[src/rtl/oci_dct_pkg.sv]
// Shared types and constants for the OCI data-compression-trace buffer sequencer.
package oci_dct_pkg;

    localparam int ATOM_W = 2;
    localparam int SLOTS  = 15;
    localparam int CNT_W  = 4;
    localparam int BUF_W  = ATOM_W * SLOTS;

    typedef logic [BUF_W-1:0]  dct_buf_t;
    typedef logic [CNT_W-1:0]  dct_cnt_t;
    typedef logic [ATOM_W-1:0] dct_atom_t;

    typedef enum logic [1:0] {
        RUN       = 2'd0,
        END_FLUSH = 2'd1,
        END_DRAIN = 2'd2,
        ENDED     = 2'd3
    } end_state_e;

    // Writes one atom into the given slot; an out-of-range slot leaves the buffer untouched.
    function automatic dct_buf_t put_atom(dct_buf_t buf_in, dct_cnt_t slot, dct_atom_t atom);
        dct_buf_t r;
        r = buf_in;
        for (int i = 0; i < SLOTS; i++) begin
            if (slot == dct_cnt_t'(i)) begin
                r[i*ATOM_W +: ATOM_W] = atom;
            end else begin
                r[i*ATOM_W +: ATOM_W] = buf_in[i*ATOM_W +: ATOM_W];
            end
        end
        return r;
    endfunction

endpackage

[src/rtl/oci_dct_frame_reg.sv]
// Output frame register: holds a frame under backpressure and counts accepted frames.
module oci_dct_frame_reg
    import oci_dct_pkg::*;
#(
    parameter int FCNT_W = 16
) (
    input  logic              clk,
    input  logic              reset_n,
    input  logic              load,
    input  dct_buf_t          load_data,
    input  dct_cnt_t          load_count,
    input  logic              frame_ready,
    output logic              frame_valid,
    output dct_buf_t          frame_data,
    output dct_cnt_t          frame_count,
    output logic [FCNT_W-1:0] frames_emitted,
    output logic              slot_free
);

    logic              frame_valid_q, frame_valid_d;
    dct_buf_t          frame_data_q, frame_data_d;
    dct_cnt_t          frame_count_q, frame_count_d;
    logic [FCNT_W-1:0] frames_emitted_q, frames_emitted_d;
    logic              handshake_s;

    assign handshake_s = frame_valid_q && frame_ready;
    // A new load may replace a frame only when the sink takes the old one this cycle.
    assign slot_free   = !frame_valid_q || frame_ready;

    // Next-state for the output register and emitted-frame counter.
    always_comb begin
        frame_valid_d    = frame_valid_q;
        frame_data_d     = frame_data_q;
        frame_count_d    = frame_count_q;
        frames_emitted_d = frames_emitted_q;
        if (load) begin
            frame_valid_d = 1'b1;
            frame_data_d  = load_data;
            frame_count_d = load_count;
        end else if (handshake_s) begin
            frame_valid_d = 1'b0;
        end else begin
            frame_valid_d = frame_valid_q;
        end
        if (handshake_s) begin
            frames_emitted_d = frames_emitted_q + {{(FCNT_W-1){1'b0}}, 1'b1};
        end else begin
            frames_emitted_d = frames_emitted_q;
        end
    end

    // Output register state.
    always_ff @(posedge clk or negedge reset_n) begin
        if (!reset_n) begin
            frame_valid_q    <= 1'b0;
            frame_data_q     <= '0;
            frame_count_q    <= '0;
            frames_emitted_q <= '0;
        end else begin
            frame_valid_q    <= frame_valid_d;
            frame_data_q     <= frame_data_d;
            frame_count_q    <= frame_count_d;
            frames_emitted_q <= frames_emitted_d;
        end
    end

    assign frame_valid    = frame_valid_q;
    assign frame_data     = frame_data_q;
    assign frame_count    = frame_count_q;
    assign frames_emitted = frames_emitted_q;

endmodule

[src/rtl/oci_dct_pack_ctrl.sv]
// Packs 2-bit trace atoms into a 30-bit live buffer, hands full/flushed buffers downstream,
// and runs the end-of-test drain that raises test_has_ended.
module oci_dct_pack_ctrl
    import oci_dct_pkg::*;
#(
    parameter int FCNT_W = 16
) (
    input  logic              clk,
    input  logic              reset_n,
    input  logic              atom_valid,
    input  logic [ATOM_W-1:0] atom_data,
    output logic              atom_ready,
    input  logic              flush_req,
    input  logic              test_ending,
    output logic              frame_valid,
    input  logic              frame_ready,
    output logic [BUF_W-1:0]  frame_data,
    output logic [CNT_W-1:0]  frame_count,
    output logic [BUF_W-1:0]  dct_buffer,
    output logic [CNT_W-1:0]  dct_count,
    output logic              test_has_ended,
    output logic [FCNT_W-1:0] frames_emitted
);

    end_state_e state_q, state_d;
    dct_buf_t   dct_buffer_q, dct_buffer_d;
    dct_cnt_t   dct_count_q, dct_count_d;
    logic       flush_pending_q, flush_pending_d;
    logic       ended_q, ended_d;
    logic       ready_en_q;

    dct_buf_t   base_buf_s;
    dct_cnt_t   base_cnt_s;
    logic       full_s, nonempty_s, atom_ready_s, accept_s, xfer_s;
    logic       slot_free_s, frame_valid_s;

    assign full_s       = (dct_count_q == dct_cnt_t'(SLOTS));
    assign nonempty_s   = (dct_count_q != dct_cnt_t'(0));
    // ready_en_q keeps atom_ready low while reset is asserted, as the reset state is RUN.
    assign atom_ready_s = ready_en_q && (state_q == RUN) && (dct_count_q < dct_cnt_t'(SLOTS));
    assign accept_s     = atom_valid && atom_ready_s;
    assign xfer_s       = (full_s || flush_pending_q || (state_q == END_FLUSH))
                          && nonempty_s && slot_free_s;

    // Packer, flush tracking and end-of-test sequencing.
    always_comb begin
        base_buf_s      = dct_buffer_q;
        base_cnt_s      = dct_count_q;
        dct_buffer_d    = dct_buffer_q;
        dct_count_d     = dct_count_q;
        flush_pending_d = flush_pending_q;
        state_d         = state_q;

        if (xfer_s) begin
            base_buf_s = '0;
            base_cnt_s = dct_cnt_t'(0);
        end else begin
            base_buf_s = dct_buffer_q;
            base_cnt_s = dct_count_q;
        end

        if (accept_s) begin
            dct_buffer_d = put_atom(base_buf_s, base_cnt_s, atom_data);
            dct_count_d  = base_cnt_s + dct_cnt_t'(1);
        end else begin
            dct_buffer_d = base_buf_s;
            dct_count_d  = base_cnt_s;
        end

        // A flush arriving with the transfer applies to the old buffer, not the new one.
        if (xfer_s) begin
            flush_pending_d = 1'b0;
        end else if (flush_req && nonempty_s) begin
            flush_pending_d = 1'b1;
        end else begin
            flush_pending_d = flush_pending_q;
        end

        case (state_q)
            RUN:       state_d = test_ending ? END_FLUSH : RUN;
            END_FLUSH: state_d = nonempty_s ? END_FLUSH : END_DRAIN;
            END_DRAIN: state_d = frame_valid_s ? END_DRAIN : ENDED;
            ENDED:     state_d = ENDED;
            default:   state_d = RUN;
        endcase

        ended_d = (state_d == ENDED);
    end

    // Live buffer, FSM and sticky end flag.
    always_ff @(posedge clk or negedge reset_n) begin
        if (!reset_n) begin
            state_q         <= RUN;
            dct_buffer_q    <= '0;
            dct_count_q     <= dct_cnt_t'(0);
            flush_pending_q <= 1'b0;
            ended_q         <= 1'b0;
            ready_en_q      <= 1'b0;
        end else begin
            state_q         <= state_d;
            dct_buffer_q    <= dct_buffer_d;
            dct_count_q     <= dct_count_d;
            flush_pending_q <= flush_pending_d;
            ended_q         <= ended_d;
            ready_en_q      <= 1'b1;
        end
    end

    oci_dct_frame_reg #(
        .FCNT_W (FCNT_W)
    ) u_frame_reg (
        .clk            (clk),
        .reset_n        (reset_n),
        .load           (xfer_s),
        .load_data      (dct_buffer_q),
        .load_count     (dct_count_q),
        .frame_ready    (frame_ready),
        .frame_valid    (frame_valid_s),
        .frame_data     (frame_data),
        .frame_count    (frame_count),
        .frames_emitted (frames_emitted),
        .slot_free      (slot_free_s)
    );

    assign atom_ready     = atom_ready_s;
    assign frame_valid    = frame_valid_s;
    assign dct_buffer     = dct_buffer_q;
    assign dct_count      = dct_count_q;
    assign test_has_ended = ended_q;

endmodule

[config.mk]
export PLATFORM = sky130hd
export DESIGN_NAME = oci_dct_pack_ctrl
export DESIGN_NICKNAME = d
export VERILOG_FILES = /design/src/rtl/oci_dct_pkg.sv /design/src/rtl/oci_dct_frame_reg.sv /design/src/rtl/oci_dct_pack_ctrl.sv
export SDC_FILE = /design/constraint.sdc
export NUM_CORES = 1
export LEC_CHECK = 0
export ABC_AREA = 1
export CORE_MARGIN = 4
export CORE_UTILIZATION = 25
export CTS_CLUSTER_DIAMETER = 50
export CTS_CLUSTER_SIZE = 8
export DETAILED_ROUTE_END_ITERATION = 6
export PLACE_DENSITY = 0.56
export SETUP_SLACK_MARGIN = 0.05
export SLEW_MARGIN = 5
export SYNTH_ARGS = -nofsm -noshare
export SYNTH_HDL_FRONTEND = slang
export SYNTH_SLANG_ARGS = --single-unit
[constraint.sdc]
create_clock -name clk -period 1.5 [get_ports clk]
set_input_delay 0.225 -clock clk [delete_from_list [all_inputs] [get_ports clk]]
set_output_delay 0.225 -clock clk [all_outputs]
set_load 0.01 [all_outputs]
==> results of run 1 <==
==> path summary, 6_finish.rpt <==
check                                                 end  slack [ns]
setup / recovery               u_frame_reg.frame_data[20]       -0.24
hold / removal                  u_frame_reg.frame_data[1]        0.33
setup reg to reg               u_frame_reg.frame_data[20]       -0.24
hold reg to reg            u_frame_reg.frames_emitted[15]        0.47
max in group asynchronous                    dct_count[1]        0.62
min in group clk           u_frame_reg.frames_emitted[15]        0.47
==> cell type report <==
cell class,instances,area (µm²)
fill,1508,8930
sequential,90,2260
multi-input combinational,266,1800
timing repair buffer,168,1660
tap,211,264
clock buffer,9,225
inverter,54,206
clock inverter,7,82.6
==> logic make-up (layout without fill, tap and decap cells) <==
logic type | after synthesis | in the layout | synth area share, %
adder cells (fa/ha/maj) | 1 | 1 | 0.313
flip-flops | 90 | 90 | 56.3
multiplexers | 31 | 31 | 8.72
AO/OA/AOI/OAI | 13 | 13 | 1.69
buffers and inverters | 71 | 238 | 7.50
AND/OR/NAND/NOR | 201 | 204 | 21.9
XOR/XNOR | 16 | 16 | 3.50
other | 1 | 1 | 0.0937
==> through the flow <==
stage | TNS (ns) | area, µm²
floorplan | -2.91 | 4180
global placement | -21.25 | 5600
detailed placement | -22.22 | 5600
CTS | -4.91 | 6210
global route | -14.05 | 6490
finish | -9.17 | 6490
==> routing by layer <==
layer  wire (µm)  vias up
li1            -     1659
met1        5120     1684
met2        5890       65
met3         361       15
met4         242        0
met5           0        -
==> power by group <==
group          switching (mW)  total [mW]  leakage (nW)  internal [mW]
Sequential              0.140        2.74          1.21           2.60
Combinational            1.15        2.39          2.40           1.25
Clock                    1.03        2.35         0.145           1.32
Total                    2.32        7.49          3.75           5.17
==> what timing repair did <==
item                                    4_1_cts  5_1_grt
cloned                                        7        3
pin swaps                                    26       21
endpoints found under the setup margin      156       82
setup buffers                                16       11
hold buffers                                  1        0
hold endpoints to repair                     21        0
resized for setup                           137       47
==> registers in the layout, indices dropped and copies added (netlist names), 2 cells and up <==
| register | count |
|---|---|
| dct_buffer | 30 |
| dct_count | 4 |
| state_q | 2 |
| u_frame_reg.frame_count | 4 |
| u_frame_reg.frame_data | 30 |
| u_frame_reg.frames_emitted | 16 |
==> worst reg2reg max path, cell delays in order, from the launching register on <==
cell                      delay (ns)
sky130_fd_sc_hd__dfrtp_1        0.43
sky130_fd_sc_hd__nand2_1        0.10
sky130_fd_sc_hd__inv_2          0.07
sky130_fd_sc_hd__nand2_4        0.05
sky130_fd_sc_hd__nand2_4        0.07
sky130_fd_sc_hd__buf_4          0.14
sky130_fd_sc_hd__nand3_4        0.15
sky130_fd_sc_hd__buf_12         0.18
sky130_fd_sc_hd__buf_12         0.14
sky130_fd_sc_hd__mux2_4         0.30
==> Yosys cell counts, types with 2 or more instances <==
master	number	area [µm²]
sky130_fd_sc_hd__nand2_1	135	507
sky130_fd_sc_hd__dfrtp_1	90	2250
sky130_fd_sc_hd__inv_1	53	199
sky130_fd_sc_hd__mux2_2	31	349
sky130_fd_sc_hd__nand3_1	27	135
sky130_fd_sc_hd__nor2_1	18	67.6
sky130_fd_sc_hd__xor2_1	11	96.3
sky130_fd_sc_hd__nand4_1	10	62.6
sky130_fd_sc_hd__buf_2	9	45.0
sky130_fd_sc_hd__o21ai_0	7	35.0
sky130_fd_sc_hd__xnor2_1	5	43.8
sky130_fd_sc_hd__buf_4	4	30.0
sky130_fd_sc_hd__a21oi_1	3	15.0
sky130_fd_sc_hd__nor2_2	3	18.8
sky130_fd_sc_hd__clkbuf_1	2	7.51
sky130_fd_sc_hd__nor2_4	2	22.5
sky130_fd_sc_hd__o22ai_1	2	12.5
==> results.txt, run 1 <==
Based on the critical path, the design can be clocked at up to 575 MHz. The critical path in this run is classified as flop to flop. Tracing the worst setup path back leads to its startpoint at dct_count[3]. During placement, the flow inserted port buffers numbering 94. The tightest min-delay check is of the primary input to async pin type. The post-route total power was 7.49 mW. The logs give 0 for the initial antenna violation count and 0.329 ns for the minimum hold slack. Leaving out fill and tap cells, the most frequent cell in the layout is sky130_fd_sc_hd__nand2_1. The via count is 3423. The total CTS buffers is 9. Max-cap violations in this run came to 0. The die is 135 µm tall. Averaged over all synthesized cells, the footprint is 9.44 µm². In this run the horizontal extent of the chip is 135 µm. The run gives 2 as the maximum number of buffers from clock root to sink.

Global routing used 21.4% of the available met2 tracks. Number of global-route vias before repair: 3495. The number of enable flip-flop cells after synthesis is 0, and the number of failing hold endpoints at the final stage is 0.

The final antenna diode count was 0. The critical path runs through a total of 9 cells. The tools report the I/O pin count as 95. After the first detailed-routing iteration, the DRC count stood at 138.

Top cell family by delay on the critical path: buffers and inverters. At the placement stage, the worst setup path has a slack of -0.385 ns. The post-placement cell count was 754; the number of clock sinks seen by CTS was 90. The residual antenna-violating net count after detailed routing came out at 0. Summed over all nets, the half-perimeter wirelength after detailed placement is 7.48 mm. The reg-to-reg startpoint is dct_count[3]. Counting every net in the synthesized netlist gives 433. Dividing the detail-routed wire length by the instance count gives 14.4 µm. The post-route netlist has 33.2% of its cells at a drive strength greater than 1. The first global-routing pass estimated 18.4 mm of wire. The clock tree synthesis step divided the H-tree into 3 levels.

For the final number of max-transition violations, the log shows 0. The final reports fail on negative setup slack. The largest individual stage delay along the critical path comes from the cell sky130_fd_sc_hd__dfrtp_1. Walking the worst path, the cells encountered are nand2_1 > inv_2 > nand2_4 > nand2_4 > buf_4 > nand3_4 > buf_12 > buf_12 > mux2_4. Synthesis handed over a netlist of 424 instances. The final core utilization came out at 42.1%.

The run finished, with violations left. The top cell types in the final layout, fill and taps aside, are sky130_fd_sc_hd__nand2_1, sky130_fd_sc_hd__dfrtp_1, sky130_fd_sc_hd__dlygate4sd2_1. After clock tree synthesis, the clock-pin slew on the worst setup and hold paths is 0.07 ns. The tools report the endpoint required time on the critical path as 1.73 ns. The final period demand of the worst path works out to 1.74 ns. The global routing stage identified its most utilized layer as met2. The tree is rooted in a sky130_fd_sc_hd__clkbuf_16. The initial core utilization was 25.9%; the warning count from the yosys run was 0.

For the critical path data arrival time, the log shows 1.97 ns. The area enclosed by the die boundary was 18100 µm²; the clock skew was 0.0132 ns. The overall routing resource usage was 12.7%; the power density over cell area was 1150 nW/µm². Setup repair after global routing could not meet its margin everywhere. Non-filler instance count after layout: 805. The leakage power is 3.75 nW, and the total setup violations reported at the end of the flow is 64. For this run, the slowest stage of the critical path takes 0.43 ns.

The run gives 15400 µm² as the total core area. The logs give 4 for the detailed-routing iteration count for the pre-antenna-repair pass and 16.4% for the global routing usage on met1. The source-to-sink clock delay at the later pin of the worst-skew pair came out at 0.35 ns.

The logs give 0.000625 V for the worst voltage drop across the vdd grid and 598 for the number of nets at the end of the flow. The logs give -0.239 ns for the slack of the critical path and 0 for the total congestion overflow. Sequential cells were found to cover 56.3% of the synthesized design area. STA classifies the critical path endpoint as a flop. The startpoint type of the worst setup path was a flop. After synthesis the netlist holds a flip-flop and latch count of 90. The number of cells on the worst reg-to-reg path is 9. The number of vias per cell works out to 4.25. The logs give 4000 µm² for the post-synthesis instance area and 0 for the DRC violation count after routing. The critical path contains buffers and inverters numbering 4 combined. The relative area change from synthesis to final layout is 62.3%, and the met3 layer usage reported by global route is 2.27%.

The worst-path maximum fanout works out to 10. Row generation in the floorplan step produced 45 rows. The largest net degree at the start of global routing is 32, and the share of async-settable or async-resettable flops after synthesis is 100%. The final estimated routing congestion in global placement came out at 0.782.

TritonCTS built the clock tree. After layout, the worst path uses 116% of the clock period. Counting distinct cell types in the post-synthesis netlist gives 29.

In the synthesized netlist the dominant register cell turns out to be sky130_fd_sc_hd__dfrtp_1. Total routed wirelength: 11.6 mm.
Power figures use the tool's default switching activity.
==> run 2: changes to the inputs <==
--- a/config.mk
+++ b/config.mk
@@ -6,6 +6,7 @@
 export NUM_CORES = 1
 export LEC_CHECK = 0
 export ABC_AREA = 1
+export CORE_ASPECT_RATIO = 0.75
 export CORE_MARGIN = 4
 export CORE_UTILIZATION = 25
 export CTS_CLUSTER_DIAMETER = 50
==> run 2 against run 1 <==
The run still ends with negative setup slack left; wire length down 1.5%; via count fell by 0.38%; critical endpoint is now dct_buffer[13]; sequential share of layout area rose by 1.2 points; hold slack better by 0.061 ns; clock skew fell by 0.0014 ns.
==> results.txt, run 2 (synthesized netlist as in run 1, its figures left out) <==
The minimum hold slack is 0.391 ns (was 0.329 ns). The total CTS buffers came out at 9 (unchanged). The power density over cell area works out to 1110 nW/µm² (was 1150 nW/µm²). Critical path data arrival time: 1.96 ns (was 1.97 ns).

The logs give 35 (was 32) for the largest net degree at the start of global routing and 11.4 mm (was 11.6 mm) for the total routed wirelength. The cell at the root of the clock tree was sky130_fd_sc_hd__clkbuf_16 (unchanged). The tools report the filler cell count in the final layout as 1520 (was 1508).

The number of vias per cell came out at 4.25 (about the same). The footprint of the flip-flops and latches is 2260 µm² (unchanged). The via count came out at 3410 (was 3423). The logs give 202 (was 138) for the number of DRC markers after the initial detailed-route iteration and 62 (was 64) for the total setup violations reported at the end of the flow. Clock skew: 0.0118 ns (was 0.0132 ns). The run gives 597 MHz (was 575 MHz) as the top achievable clock speed.

The worst voltage drop across the vdd grid is 0.000610 V (was 0.000625 V), and the DRC violation count after routing is 0 (unchanged). The first-pass GRT wire length is 18.6 mm (was 18.4 mm). The initial antenna violation count is 0 (unchanged).

The die extent in y is 118 µm (was 135 µm). Setup repair after global routing could not meet its margin everywhere. The run gives 6.94 mW (was 7.49 mW) as the post-route total power. The leading cell type in the layout, fill and taps excluded was sky130_fd_sc_hd__nand2_1 (unchanged).

The number of clock sinks seen by CTS was 90 (unchanged). TritonCTS built the clock tree. For the leakage power, the log shows 3.67 nW (was 3.75 nW).

The sum of net half-perimeters after detailed placement is 7.54 mm (was 7.48 mm), and the total congestion overflow is 0 (unchanged). Violated checks: negative setup slack (unchanged). The initial core utilization is 25.9% (about the same), and the final period demand of the worst path is 1.68 ns (was 1.74 ns). The run gives 3 (unchanged) as the H-tree depth reported by CTS. The category of the critical setup timing path was flop to flop (unchanged).

The final antenna diode count is 0 (unchanged). The clock-pin slew of the registers on the worst-case setup and hold paths came out at 0.07 ns (about the same). The total area of multi-input combinational cells came out at 1690 µm² (was 1800 µm²). The area enclosed by the die boundary is 18100 µm² (about the same). The final number of max-transition violations is 0 (unchanged), and the routed length per instance is 14.2 µm (was 14.4 µm).

The total of max-cap violations is 0 (unchanged), and the I/O pin count is 95 (unchanged). For the number of failing hold endpoints at the final stage, the log shows 0 (unchanged). For the detailed-routing iteration count for the pre-antenna-repair pass, the log shows 4 (unchanged). The relative area change from synthesis to final layout is 56.7% (was 62.3%), and the source-to-sink clock delay at the later pin of the worst-skew pair is 0.35 ns (about the same).

Worst-path maximum fanout: 5 (was 10). The placed instance area was 5610 µm² (was 5600 µm²). The share of post-route cells with drive strength above 1 was 30.1% (was 33.2%). The endpoint required time on the critical path is 1.78 ns (was 1.73 ns), and the overall routing resource usage is 12.7% (about the same). The tools report the final estimated routing congestion in global placement as 0.806 (was 0.782).

Cell area after layout: 6270 µm² (was 6490 µm²). Startpoint type of the worst setup path: a flop (unchanged). The number of global-route vias before repair was 3507 (was 3495). The maximum number of buffers from clock root to sink is 2 (unchanged), and the number of nets at the end of the flow is 602 (was 598).

Most frequent cells in the layout: sky130_fd_sc_hd__nand2_1, sky130_fd_sc_hd__dfrtp_1, sky130_fd_sc_hd__dlygate4sd2_1 (unchanged). The final core utilization is 40.5% (was 42.1%). The flow ran to the end, but the final reports show violations. The width of the die was 154 µm (was 135 µm); the slack of the critical path was -0.176 ns (was -0.239 ns). The number of input and output port buffers inserted is 94 (unchanged), and the final clock period utilization by the worst path is 112% (was 116%). Worst min-delay path category: primary input to async pin (unchanged). The tools report the number of cell rows as 39 (was 45). Type of element capturing the critical path: a flop (unchanged).

Residual antenna-violating net count after detailed routing: 0 (unchanged). The run gives 15500 µm² (was 15400 µm²) as the total core area.
## run 2: cell types whose count changed in the layout (fill, tap and decap cells not counted), sizes merged
cell	change
inv	-2
nor2	+2
clkbuf	+2
nand3	-1
dlygate4sd2	+1
bufinv	-1
clkinv	+2
clkdlybuf4s15	-1
buf	+2
## run 2: what timing repair did
item                       4_1_cts  5_1_grt
hold endpoints to repair        31        0
hold buffers                     1        0
setup buffers                   14       11
setup endpoints to repair      162       82
gates resized for setup        126       22
cloned                           7        2
pin swaps                       25        7
## run 2: worst paths after layout
path | from | endpoint | slack [ns] | cells past startpoint
worst max-delay path | state_q[0] | dct_buffer[13] | -0.18 | 11
worst min-delay path | reset_n | u_frame_reg.frames_emitted[2] | 0.39 | 2
worst max register to register | state_q[0] | dct_buffer[13] | -0.18 | 11
worst min register to register | u_frame_reg.frames_emitted[15] | u_frame_reg.frames_emitted[15] | 0.47 | 1
max in group asynchronous | reset_n | dct_count[1] | 0.56 | 3
min in group clk | u_frame_reg.frames_emitted[15] | u_frame_reg.frames_emitted[15] | 0.47 | 1
## run 2: per-stage QoR
step                setup TNS, ns  std cells  setup WS (ns)
global placement           -19.94        752         -0.326
CTS                         -4.90        790         -0.120
floorplan                   -2.91        424        -0.0638
detailed placement         -21.13        752         -0.333
finish                      -7.01        803         -0.176
global route               -13.60        803         -0.269
## run 2: layout make-up
cell class                 count  share of cell area (%)
multi-input combinational    267                    27.0
inverter                      54                    3.25
clock buffer                  10                    3.65
clock inverter                 6                   0.678
sequential                    90                    36.0
timing repair buffer         171                    25.4
tap                          205                    4.09
## run 2: worst max-delay path, cell delays in order, from the launching register on
cell	delay [ns]
sky130_fd_sc_hd__dfrtp_1	0.39
sky130_fd_sc_hd__inv_2	0.07
sky130_fd_sc_hd__nand2_2	0.06
sky130_fd_sc_hd__nor2_2	0.11
sky130_fd_sc_hd__nand2_2	0.09
sky130_fd_sc_hd__nor2_4	0.17
sky130_fd_sc_hd__buf_4	0.14
sky130_fd_sc_hd__nand2_4	0.07
sky130_fd_sc_hd__nor2_4	0.23
sky130_fd_sc_hd__buf_6	0.13
sky130_fd_sc_hd__nand3_1	0.06
sky130_fd_sc_hd__nand2_1	0.08
## run 2: power breakdown
group          internal, mW  leakage (nW)  total (mW)  switching [mW]
Combinational          1.06          2.32        2.11            1.05
Clock                  1.13         0.129        2.10           0.977
Sequential             2.60          1.21        2.72           0.121
## run 2: per-layer routing
metal / wire length (µm) / track usage [%] / vias to the layer above / part of all wire (%)
met4: 126 / 3.31 / 0 / 1.1
met2: 5480 / 20.4 / 72 / 48
met3: 479 / 2.94 / 9 / 4.2
met5: 0 / 0 / - / 0
met1: 5350 / 17.3 / 1650 / 47
li1: - / - / 1679 / -
==> run 3: changes to the inputs <==
--- a/config.mk
+++ b/config.mk
@@ -9,7 +9,7 @@
 export CORE_ASPECT_RATIO = 0.75
 export CORE_MARGIN = 4
 export CORE_UTILIZATION = 25
-export CTS_CLUSTER_DIAMETER = 50
+export CTS_CLUSTER_DIAMETER = 200
 export CTS_CLUSTER_SIZE = 8
 export DETAILED_ROUTE_END_ITERATION = 6
 export PLACE_DENSITY = 0.56
==> results of run 3 <==
No change in the layout: final DEF, timing and power equal those of run 2.
